--- src/rtl/uart_comm_pkg.sv ---
// ============================================================================
// Module      : uart_comm_pkg
// Description : Shared types, ASCII constants and the wheel-speed frame
//               formatter for the rover motor-command UART.
// Revision    : 1.0 - initial release
// ============================================================================
`default_nettype none

package uart_comm_pkg;

    // 11-byte prefix + 5-byte ",\"R\":" + 2-byte tail + two 3..4 byte values
    localparam int              MAX_FRAME_LEN = 26;
    localparam int              LEN_W         = 5;
    localparam logic [3:0]      SPEED_MAX     = 4'd10;

    localparam logic [7:0] c_lbrace = 8'h7B;
    localparam logic [7:0] c_rbrace = 8'h7D;
    localparam logic [7:0] c_quote  = 8'h22;
    localparam logic [7:0] c_colon  = 8'h3A;
    localparam logic [7:0] c_comma  = 8'h2C;
    localparam logic [7:0] c_minus  = 8'h2D;
    localparam logic [7:0] c_dot    = 8'h2E;
    localparam logic [7:0] c_zero   = 8'h30;
    localparam logic [7:0] c_one    = 8'h31;
    localparam logic [7:0] c_t      = 8'h54;
    localparam logic [7:0] c_l      = 8'h4C;
    localparam logic [7:0] c_r      = 8'h52;
    localparam logic [7:0] c_lf     = 8'h0A;

    typedef enum logic [3:0] {
        STOP   = 4'd0,
        FWD    = 4'd1,
        RIGHT  = 4'd2,
        LEFT   = 4'd3,
        BACK   = 4'd4,
        SPIN_R = 4'd5,
        SPIN_L = 4'd6
    } move_cmd_e;

    typedef enum logic [1:0] {
        DIR_ZERO = 2'd0,
        DIR_POS  = 2'd1,
        DIR_NEG  = 2'd2
    } wheel_dir_e;

    typedef enum logic [1:0] {
        TX_IDLE  = 2'd0,
        TX_START = 2'd1,
        TX_DATA  = 2'd2,
        TX_STOP  = 2'd3
    } tx_state_e;

    typedef enum logic [1:0] {
        FR_IDLE  = 2'd0,
        FR_BUILD = 2'd1,
        FR_SEND  = 2'd2
    } frame_state_e;

    typedef logic [MAX_FRAME_LEN-1:0][7:0] frame_bytes_t;

    typedef struct packed {
        frame_bytes_t       bytes;
        logic [LEN_W-1:0]   len;
    } frame_t;

    typedef struct packed {
        logic [3:0][7:0]    ch;
        logic [2:0]         n;
    } val_text_t;

    // s is already clamped to 0..SPEED_MAX; a zero magnitude never gets a sign
    function automatic val_text_t value_text(input wheel_dir_e dir, input logic [3:0] s);
        val_text_t  t;
        logic [7:0] d1;
        logic [7:0] d0;
        t  = '0;
        d1 = (s == SPEED_MAX) ? c_one  : c_zero;
        d0 = (s == SPEED_MAX) ? c_zero : (c_zero + {4'h0, s});
        if ((dir == DIR_ZERO) || (s == 4'd0)) begin
            t.ch[0] = c_zero;
            t.ch[1] = c_dot;
            t.ch[2] = c_zero;
            t.n     = 3'd3;
        end else if (dir == DIR_NEG) begin
            t.ch[0] = c_minus;
            t.ch[1] = d1;
            t.ch[2] = c_dot;
            t.ch[3] = d0;
            t.n     = 3'd4;
        end else begin
            t.ch[0] = d1;
            t.ch[1] = c_dot;
            t.ch[2] = d0;
            t.n     = 3'd3;
        end
        return t;
    endfunction

    function automatic frame_t format_frame(input logic [3:0] cmd, input logic [3:0] speed);
        frame_t           f;
        logic [3:0]       s;
        wheel_dir_e       dl;
        wheel_dir_e       dr;
        val_text_t        vl;
        val_text_t        vr;
        logic [LEN_W-1:0] p;
        f  = '0;
        s  = (speed > SPEED_MAX) ? SPEED_MAX : speed;
        dl = DIR_ZERO;
        dr = DIR_ZERO;
        case (cmd)
            FWD:     begin dl = DIR_POS; dr = DIR_POS; end
            RIGHT:   begin dl = DIR_POS; dr = DIR_ZERO; end
            LEFT:    begin dl = DIR_ZERO; dr = DIR_POS; end
            BACK:    begin dl = DIR_NEG; dr = DIR_NEG; end
            SPIN_R:  begin dl = DIR_POS; dr = DIR_NEG; end
            SPIN_L:  begin dl = DIR_NEG; dr = DIR_POS; end
            default: begin dl = DIR_ZERO; dr = DIR_ZERO; end
        endcase
        vl = value_text(dl, s);
        vr = value_text(dr, s);

        f.bytes[0]  = c_lbrace;
        f.bytes[1]  = c_quote;
        f.bytes[2]  = c_t;
        f.bytes[3]  = c_quote;
        f.bytes[4]  = c_colon;
        f.bytes[5]  = c_one;
        f.bytes[6]  = c_comma;
        f.bytes[7]  = c_quote;
        f.bytes[8]  = c_l;
        f.bytes[9]  = c_quote;
        f.bytes[10] = c_colon;
        p = LEN_W'(11);
        for (int i = 0; i < 4; i++) begin
            if (3'(i) < vl.n) f.bytes[p + LEN_W'(i)] = vl.ch[2'(i)];
        end
        p = p + {2'b00, vl.n};
        f.bytes[p]              = c_comma;
        f.bytes[p + LEN_W'(1)]  = c_quote;
        f.bytes[p + LEN_W'(2)]  = c_r;
        f.bytes[p + LEN_W'(3)]  = c_quote;
        f.bytes[p + LEN_W'(4)]  = c_colon;
        p = p + LEN_W'(5);
        for (int i = 0; i < 4; i++) begin
            if (3'(i) < vr.n) f.bytes[p + LEN_W'(i)] = vr.ch[2'(i)];
        end
        p = p + {2'b00, vr.n};
        f.bytes[p]             = c_rbrace;
        f.bytes[p + LEN_W'(1)] = c_lf;
        f.len = p + LEN_W'(2);
        return f;
    endfunction

endpackage

`default_nettype wire

--- src/rtl/uart_tx_byte.sv ---
// ============================================================================
// Module      : uart_tx_byte
// Description : 8N1 byte serializer, LSB first; accepts the next byte in the
//               last stop-bit cycle so consecutive bytes have no gap.
// Revision    : 1.0 - initial release
// ============================================================================
`default_nettype none

module uart_tx_byte
    import uart_comm_pkg::*;
#(
    parameter int CLKS_PER_BIT = 434
) (
    input  logic       clk,
    input  logic       rst,
    input  logic       start,
    input  logic [7:0] data,
    output logic       busy,
    output logic       done,
    output logic       tx
);

    localparam int               CNT_W      = (CLKS_PER_BIT > 1) ? $clog2(CLKS_PER_BIT) : 1;
    localparam logic [CNT_W-1:0] c_last_cnt = CNT_W'(CLKS_PER_BIT - 1);

    tx_state_e        state_q, state_d;
    logic [CNT_W-1:0] cnt_q, cnt_d;
    logic [2:0]       bit_q, bit_d;
    logic [7:0]       shreg_q, shreg_d;
    logic             tx_q, tx_d;
    logic             w_bit_end;
    logic             w_load;

    assign w_bit_end = (cnt_q == c_last_cnt);
    assign busy      = (state_q != TX_IDLE);
    assign done      = (state_q == TX_STOP) && w_bit_end;
    assign w_load    = start && (!busy || done);
    assign tx        = tx_q;

    always_comb begin
        state_d = state_q;
        cnt_d   = cnt_q;
        bit_d   = bit_q;
        shreg_d = shreg_q;
        tx_d    = tx_q;
        if (busy) cnt_d = w_bit_end ? '0 : cnt_q + CNT_W'(1);
        case (state_q)
            TX_IDLE: tx_d = 1'b1;
            TX_START: begin
                if (w_bit_end) begin
                    state_d = TX_DATA;
                    bit_d   = 3'd0;
                    tx_d    = shreg_q[0];
                end
            end
            TX_DATA: begin
                if (w_bit_end) begin
                    if (bit_q == 3'd7) begin
                        state_d = TX_STOP;
                        tx_d    = 1'b1;
                    end else begin
                        bit_d   = bit_q + 3'd1;
                        shreg_d = {1'b0, shreg_q[7:1]};
                        tx_d    = shreg_q[1];
                    end
                end
            end
            TX_STOP: begin
                if (w_bit_end) begin
                    state_d = TX_IDLE;
                    tx_d    = 1'b1;
                end
            end
            default: state_d = TX_IDLE;
        endcase
        // A load overrides the stop-bit exit so the next start bit follows directly
        if (w_load) begin
            state_d = TX_START;
            cnt_d   = '0;
            shreg_d = data;
            tx_d    = 1'b0;
        end
    end

    always_ff @(posedge clk or negedge rst) begin
        if (!rst) begin
            state_q <= TX_IDLE;
            cnt_q   <= '0;
            bit_q   <= '0;
            shreg_q <= '0;
            tx_q    <= 1'b1;
        end else begin
            state_q <= state_d;
            cnt_q   <= cnt_d;
            bit_q   <= bit_d;
            shreg_q <= shreg_d;
            tx_q    <= tx_d;
        end
    end

endmodule

`default_nettype wire

--- src/rtl/uart_comm.sv ---
// ============================================================================
// Module      : uart_comm
// Description : Motor-command UART transmitter; formats a JSON wheel-speed
//               frame from move/speed inputs and sends it 8N1.
// Revision    : 1.0 - initial release
// ============================================================================
`default_nettype none

module uart_comm
    import uart_comm_pkg::*;
#(
    parameter int CLK_FREQ = 50_000_000,
    parameter int BAUD     = 115_200
) (
    input  logic       clk,
    input  logic       rst,
    input  logic [3:0] move_cmd,
    input  logic [3:0] speed_level,
    input  logic       valid,
    output logic       ready,
    output logic       uart_out
);

    localparam int CLKS_PER_BIT = CLK_FREQ / BAUD;

    frame_state_e     state_q, state_d;
    logic             ready_q, ready_d;
    logic [3:0]       cmd_q, cmd_d;
    logic [3:0]       speed_q, speed_d;
    frame_t           frame_q, frame_d;
    logic [LEN_W-1:0] idx_q, idx_d;

    frame_t           w_frame;
    logic             w_tx_start;
    logic [7:0]       w_tx_data;
    logic             w_tx_busy;
    logic             w_tx_done;

    assign w_frame = format_frame(cmd_q, speed_q);
    assign ready   = ready_q;

    always_comb begin
        state_d    = state_q;
        ready_d    = ready_q;
        cmd_d      = cmd_q;
        speed_d    = speed_q;
        frame_d    = frame_q;
        idx_d      = idx_q;
        w_tx_start = 1'b0;
        w_tx_data  = frame_q.bytes[idx_q];
        case (state_q)
            FR_IDLE: begin
                ready_d = 1'b1;
                if (valid && ready_q) begin
                    cmd_d   = move_cmd;
                    speed_d = speed_level;
                    ready_d = 1'b0;
                    state_d = FR_BUILD;
                end
            end
            FR_BUILD: begin
                // Byte 0 goes straight from the formatter so its start bit is not delayed
                frame_d    = w_frame;
                idx_d      = '0;
                w_tx_start = !w_tx_busy;
                w_tx_data  = w_frame.bytes[0];
                state_d    = FR_SEND;
            end
            FR_SEND: begin
                if (w_tx_done) begin
                    if (idx_q == frame_q.len - LEN_W'(1)) begin
                        state_d = FR_IDLE;
                        ready_d = 1'b1;
                    end else begin
                        idx_d      = idx_q + LEN_W'(1);
                        w_tx_start = 1'b1;
                        w_tx_data  = frame_q.bytes[idx_q + LEN_W'(1)];
                    end
                end
            end
            default: state_d = FR_IDLE;
        endcase
    end

    always_ff @(posedge clk or negedge rst) begin
        if (!rst) begin
            state_q <= FR_IDLE;
            ready_q <= 1'b0;
            cmd_q   <= '0;
            speed_q <= '0;
            frame_q <= '0;
            idx_q   <= '0;
        end else begin
            state_q <= state_d;
            ready_q <= ready_d;
            cmd_q   <= cmd_d;
            speed_q <= speed_d;
            frame_q <= frame_d;
            idx_q   <= idx_d;
        end
    end

    uart_tx_byte #(
        .CLKS_PER_BIT (CLKS_PER_BIT)
    ) u_tx (
        .clk   (clk),
        .rst   (rst),
        .start (w_tx_start),
        .data  (w_tx_data),
        .busy  (w_tx_busy),
        .done  (w_tx_done),
        .tx    (uart_out)
    );

endmodule

`default_nettype wire

--- config.mk ---
export PLATFORM = sky130hd
export DESIGN_NAME = uart_comm
export DESIGN_NICKNAME = d
export VERILOG_FILES = /design/src/rtl/uart_comm_pkg.sv /design/src/rtl/uart_tx_byte.sv /design/src/rtl/uart_comm.sv
export SDC_FILE = /design/constraint.sdc
export NUM_CORES = 1
export LEC_CHECK = 0
export BUFFER_PORTS_ARGS = -buffer_cell sky130_fd_sc_hd__buf_2
export CAP_MARGIN = 20
export CORE_MARGIN = 1.5
export CORE_UTILIZATION = 45
export CTS_BUF_LIST = sky130_fd_sc_hd__clkbuf_8
export DETAILED_ROUTE_END_ITERATION = 10
export MAX_ROUTING_LAYER = met4
export PLACE_DENSITY = 0.66
export SLEW_MARGIN = 40
export SYNTH_ARGS = -nofsm -noshare
export SYNTH_HDL_FRONTEND = slang
export SYNTH_HIERARCHICAL = 1
export SYNTH_SLANG_ARGS = --single-unit
export TNS_END_PERCENT = 100
--- constraint.sdc ---
create_clock -name clk -period 3.3 [get_ports clk]
set_input_delay 0.66 -clock clk [delete_from_list [all_inputs] [get_ports clk]]
set_output_delay 0.66 -clock clk [all_outputs]
set_load 0.02 [all_outputs]
# After elaboration in Yosys (flattened, before gate mapping)
# Cells that the tools add are included.
classes:
  add_sub_neg: 16
  order_cmp: 33
  n_eq_ne: 29
  muxes: 86
  bitwise: 21
  reduce_logical: 43
op_table:
  columns: ["operator", "count"]
  rows:
  - ["208-bit bitwise mux", 4]
  - ["208-bit two-way mux", 4]
  - ["156-bit bitwise AND", 3]
  - ["156-bit NOT", 3]
  - ["8-bit demux with 5-bit select", 11]
  - ["130-bit NOT", 2]
  - ["8-bit two-way mux", 23]
  - ["156-bit bitwise OR", 1]
  - ["52-bit bitwise OR", 3]
  - ["130-bit bitwise AND", 1]
  - ["75-bit by 130-bit bitwise AND with 130-bit output", 1]
  - ["104-bit bitwise AND", 1]
  - ["104-bit NOT", 1]
  - ["104-bit bitwise OR", 1]
  - ["8-bit binary-select mux with 5-bit select", 2]
  - ["5-bit by 6-bit < comparator with 1-bit output (second input constant)", 13]
  - ["45-bit by 78-bit bitwise OR with 78-bit output", 1]
  - ["78-bit bitwise OR", 1]
  - ["5-bit by 1-bit greater-or-equal comparator with 1-bit output (second input constant)", 11]
  - ["52-bit bitwise AND", 1]
  - ["52-bit NOT", 1]
  - ["19-bit two-way mux", 2]
  - ["16-bit two-way mux", 2]
  - ["9-bit two-way mux", 3]
  - ["other kinds (48)", 132]
word_totals:
  regBits: 252
  input_bits: 11
  output_inout_bits: 2
  elab_cells: 265

# Longest topological paths before layout
logic_depth:
  ltp_word: 29
  mapped_depth: 12
  depth_no_buf: 12

# Cells and area by module
# Netlist, hierarchy kept.
modules_own_cells:
  columns: ["module", "n_inst", "cells_each", "area_per_inst_um2"]
  rows:
  - ["uart_comm", 1, 956, 10186.0]
  - ["uart_tx_byte", 1, 119, 1310.0]

# Worst setup path before layout
# No wires, ideal clock.
synth_path:
  path_kind: "flip-flop to flip-flop"
  from: "register cmd_q[3]"
  to: "register u_tx.shreg_q[5]"
  arrival_ns: 2.866
  setup_slack_ns: 0.307
  path_stages_with_launch: 12
  path_buffers: 1
  path_cell_list: "dfrtp_1 nand2b_1 nor3_1 inv_1 ha_1 clkbuf_1 nor2b_1 and3_1 nor2_1 and2_1 or3_1 mux2_1"
synth_between:
  elab_chain_cells: 28
synth_rtl:
  columns: ["item", "line_no", "rtl"]
  rows:
  - ["start, declared", "uart_comm.sv:28", "logic [3:0] cmd_q, cmd_d;"]
  - ["start signal, assigned", "uart_comm.sv:96", "cmd_q <= cmd_d;"]
  - ["4-bit by 3-bit equality test with 1-bit output, or another cell as far along", "uart_comm_pkg.sv:111", "case (cmd)"]
  - ["3-bit OR reduction (no line) or 2-bit OR reduction (tied branches)", null, null]
  - ["2-bit case mux with 2 select lines", "uart_comm_pkg.sv:111", null]
  - ["2-bit equality test or 2-bit logical NOT (tied branches)", "uart_comm_pkg.sv:84, uart_comm_pkg.sv:79", null]
  - ["16-bit two-way mux or 1-bit logical OR (tied branches)", "uart_comm_pkg.sv:84, uart_comm_pkg.sv:79", null]
  - ["19-bit two-way mux", "uart_comm_pkg.sv:79", "if ((dir == DIR_ZERO) || (s == 4'd0)) begin"]
  - ["4-bit by 3-bit adder with 5-bit output", "uart_comm_pkg.sv:138", "p = p + {2'b00, vl.n};"]
  - ["5-bit by 1-bit adder with 5-bit output, or another cell as far along", "uart_comm_pkg.sv:140", "f.bytes[p + LEN_W'(1)] = c_quote;"]
  - ["(+13 left out)", null, null]
  - ["208-bit two-way mux", "uart_comm_pkg.sv:146", "if (3'(i) < vr.n) f.bytes[p + LEN_W'(i)] = vr.ch[2'(i)];"]
  - ["208-bit bitwise mux", "uart_comm_pkg.sv:146", null]
  - ["208-bit two-way mux", "uart_comm_pkg.sv:146", null]
  - ["156-bit bitwise OR (no line)", null, null]
  - ["156-bit bitwise AND (no line) (*)", null, null]
  - ["8-bit case mux with 2 select lines (*)", "uart_comm.sv:51", "case (state_q)"]
  - ["net w_tx_data[5]", "uart_comm.sv:35", "logic [7:0] w_tx_data;"]
  - ["8-bit two-way mux (*)", "uart_tx_byte.sv:77", "if (w_load) begin"]
  - ["end signal, assigned", "uart_tx_byte.sv:96", "shreg_q <= shreg_d;"]
  - ["end, declared", "uart_tx_byte.sv:29", "logic [7:0] shreg_q, shreg_d;"]
# Mark *: on every way through the listed nets, which the timed path passes. The rest lies on a longest branch.
# A chain may end at the register's enable or synchronous reset.

# Final worst setup path
layout_path:
  from: "register idx_q[0]"
  to: "register u_tx.shreg_q[4]"
layout_between:
  elab_chain_cells: 7
layout_rtl:
  columns: ["item", "line_no", "rtl"]
  rows:
  - ["start, declared", "uart_comm.sv:31", "logic [LEN_W-1:0] idx_q, idx_d;"]
  - ["start signal, assigned", "uart_comm.sv:99", "idx_q <= idx_d;"]
  - ["5-bit by 1-bit adder with 5-bit output", "uart_comm.sv:77", "w_tx_data = frame_q.bytes[idx_q + LEN_W'(1)];"]
  - ["8-bit binary-select mux with 5-bit select", "uart_comm.sv:77", null]
  - ["8-bit two-way mux (not written as such)", "uart_comm.sv:77", null]
  - ["8-bit two-way mux", "uart_comm.sv:71", "if (idx_q == frame_q.len - LEN_W'(1)) begin"]
  - ["8-bit two-way mux", "uart_comm.sv:70", "if (w_tx_done) begin"]
  - ["8-bit case mux with 2 select lines (*)", "uart_comm.sv:51", null]
  - ["net w_tx_data[4]", "uart_comm.sv:35", null]
  - ["8-bit two-way mux (*)", "uart_tx_byte.sv:77", null]
# Mark *: on every way through the listed nets, which the timed path passes. The rest lies on a longest branch. The select of a mux whose other input is x is not followed.

==> impl_metrics.csv <==
group,metric,value,unit
route,drc,0,
place,port-buffer-count,12,
global_route,grt_pass1_wl,49200,µm
place,dp.cells,1388,
cells_and_area,finalCoreUtilization,49.6,%
sta,timing.max_slew.rel_slack,48.9,%
cells_and_area,final_common_cell,"dfrtp_1",
cells_and_area,fin_cells,1421,
clock_network,clock_tree_from_tritoncts,"built",
place,gp_routability_congestion,0.935,
global_route,groute.usage.overall,25.0,%
route,post_drt_wl_per_cell,21.4,µm
critical_path,crit_arrival,3.40,ns
floorplanning,core,25100,µm²
global_route,number_of_antenna_violations_at_the_first_check_in_global_routing,1,
flow_run,cap_violations,0,
route,drt_first_iter_violations,1219,
floorplanning,fp.dieW,163,µm
synth,synth-edff-count,0,
sta,fin_crit,3.03,ns
critical_path,worst_r2r_startpoint,"idx_q[0]",
sta,tightestPinTransition,0.761,ns
route,avgViaCountPerCell,6.05,
cells_and_area,design.final.nets,1112,
place,placement.setup.worst_slack,0.306,ns
floorplanning,chipHeight,163,µm
synth,post_synth_inst_count,1075,
floorplanning,row_count,58,
global_route,gr-total-overflow,0,
clock_network,cts_post_setup_buffers_inserted,0,
global_route,vias_in_the_first_global_route,8548,
synth,synth-seq-cells,196,
synth,synth-main-ff-cell,"dfrtp_1",
outcome,status,"complete, no violations",
cells_and_area,commonest_non_fill_non_tap_cells_in_the_layout,"dfrtp_1, o21ai_0, inv_1",
power_and_ir_drop,cellPowerDensity,330,nW/µm²
cells_and_area,areaGrowthSynthToFinish,8.30,%
clock_network,clock_latency,0.50,ns
floorplanning,ios,13,
power_and_ir_drop,power.static_leakage,5.44,nW
critical_path,critical_path.endpoint,"u_tx/shreg_q[4]",
cells_and_area,drive_gt1_share,19.6,%
power_and_ir_drop,irDropWorstVdd,0.284,mV
sta,finalMaxSlewViolations,0,
critical_path,cp_endpoint_kind,"register",
route,routed_wl,30400,µm
clock_network,tritoncts_num_sinks,196,
sta,timing.final.ws_setup,0.274,ns
sta,setup_viols_final,0,
clock_network,postCtsHoldBufs,0,
critical_path,worstRegToRegCells,8,
clock_network,cts_made_buffers,17,
clock_network,h-tree-depth,4,
critical_path,setup.worst_path.start_class,"register",
floorplanning,starting_density_of_the_core,45.8,%
sta,worst_setup_skew_after_layout,0.0273,ns
route,detailedRoute.firstPassIterationCount,7,
route,ant_nets,0,
critical_path,timing.critical_path.from,"idx_q[0]",
sta,grt_setup_unrepaired,"no",
clock_network,path_clk_slew,0.11,ns
synth,async_flop_share,100,%
synth,synth-seq-area-share,42.7,%
critical_path,flop_to_flop_setup_slack,0.27,ns
floorplanning,die-area,26500,µm²
sta,setup_total_negative_slack,0,ns
synth,synth_area,11500,µm²
global_route,maximum_number_of_pins_on_one_net_before_global_route_repair,114,
sta,finalCritPeriodShare,91.7,%
synth,synth.lib_cells_used.distinct,72,
synth,count_of_yosys_warnings_during_synthesis,6,
clock_network,clk_root_buffer_cell,"clkbuf_8",
place,dp_hpwl,21700,µm
synth,syn_area_per_cell,10.7,µm²
critical_path,required,3.68,ns
clock_network,cts-root-to-sink-buffers,2,
sta,timing.final.hold_violations,0,
critical_path,worst-setup-path-type,"register to register",
worst_hold_path,hold_class,"input pin to asynchronous set/reset pin",
power_and_ir_drop,power,4.11,mW
route,vias,8601,
clock_network,ctsResizeCount,0,
critical_path,crit_reg_reg_endpoint,"u_tx/shreg_q[4]",
critical_path,critical_path.max_fanout,19,
sta,timing.fmax,0.330,GHz
-- cells in the mapped netlist, types with 19 or more instances --
library cell    n  area, µm²
nand3_1        26        130
clkbuf_1       37        139
dfrtp_1       195       4880
mux4_2         77       1730
nor3_1         24        120
mux2_2         19        214
nand2_1        75        282
o21ai_0       104        521
nor2_1         61        229
a21oi_1        42        210
inv_1          88        330
mux2i_1        26        260
ha_1           24        300
nor2b_1        22        138
-- critical path, stage by stage (launching register included) --
cell and delay (ns):
dfrtp_4 0.53, ha_2 0.56, buf_12 0.22, mux4_2 0.51
mux2i_1 0.23, a32o_1 0.17, nor3_1 0.05, a211o_1 0.33
mux2_1 0.31
-- report_power, final --
group	switching (mW)	internal, mW	leakage (nW)
clock network	1.04	0.585	0.207
registers	0.00170	2.40	2.29
logic	0.0658	0.0177	2.94
total	1.11	3.00	5.44
-- how the worst min path moves through the flow --
| stage | endpoint | slack [ns] | cells past startpoint |
|---|---|---|---|
| 6_report | frame_q[62] | 0.16 | 1 |
| 5_1_grt | frame_q[62] | 0.21 | 1 |
| 4_1_cts | frame_q[48] | 0.21 | 1 |
| 3_5_place_dp | frame_q[38] | 0.47 | 1 |
| 3_3_place_gp | frame_q[98] | 0.47 | 1 |
| 2_1_floorplan | cmd_q[0] | 0.36 | 0 |
-- final cells by class --
class / instances / area (µm²)
diodes: 1 / 2.50
clock buffers: 17 / 234
clock inverters: 15 / 183
fillers: 2294 / 12700
inverters: 90 / 338
multi-input cells: 719 / 5920
flip-flops and latches: 196 / 4910
well taps: 330 / 413
repair buffers: 53 / 452
-- state kept, by name, summed over array words and instances, names as in the netlist --
register,flops
ready,1
frame_q,157
u_tx/tx,1
idx_q,5
u_tx/bit_q,3
speed_q,4
u_tx/cnt_q,9
u_tx/state_q,2
u_tx/shreg_q,8
cmd_q,4
state_q,2
-- cells by family after synthesis --
group | after synthesis | synth area share, %
buf+inv | 163 | 6.08
other cells | 2 | 0.0653
compound gates | 264 | 14.7
fa+ha+maj | 24 | 2.61
flops | 196 | 42.7
simple gates | 266 | 11.3
xor+xnor | 25 | 2.04
mux | 135 | 20.5
-- through the flow --
stage	hold WS, ns	cell area (µm²)
global route	0.213	12500
floorplan	0.364	11500
CTS	0.205	12400
finish	0.163	12500
detailed placement	0.472	12000
global placement	0.474	12000
-- routing by layer --
layer / global-route usage (%) / wire length, µm / up-vias / part of all wire (%)
met5: - / 0 / - / 0
met4: 7.92 / 704 / 0 / 2.3
met3: 4.23 / 2230 / 59 / 7.3
met2: 36.6 / 14000 / 366 / 46
met1: 35.4 / 13400 / 4291 / 44
li1: - / - / 3885 / -
Note: power is estimated with default switching activity, not from simulation.
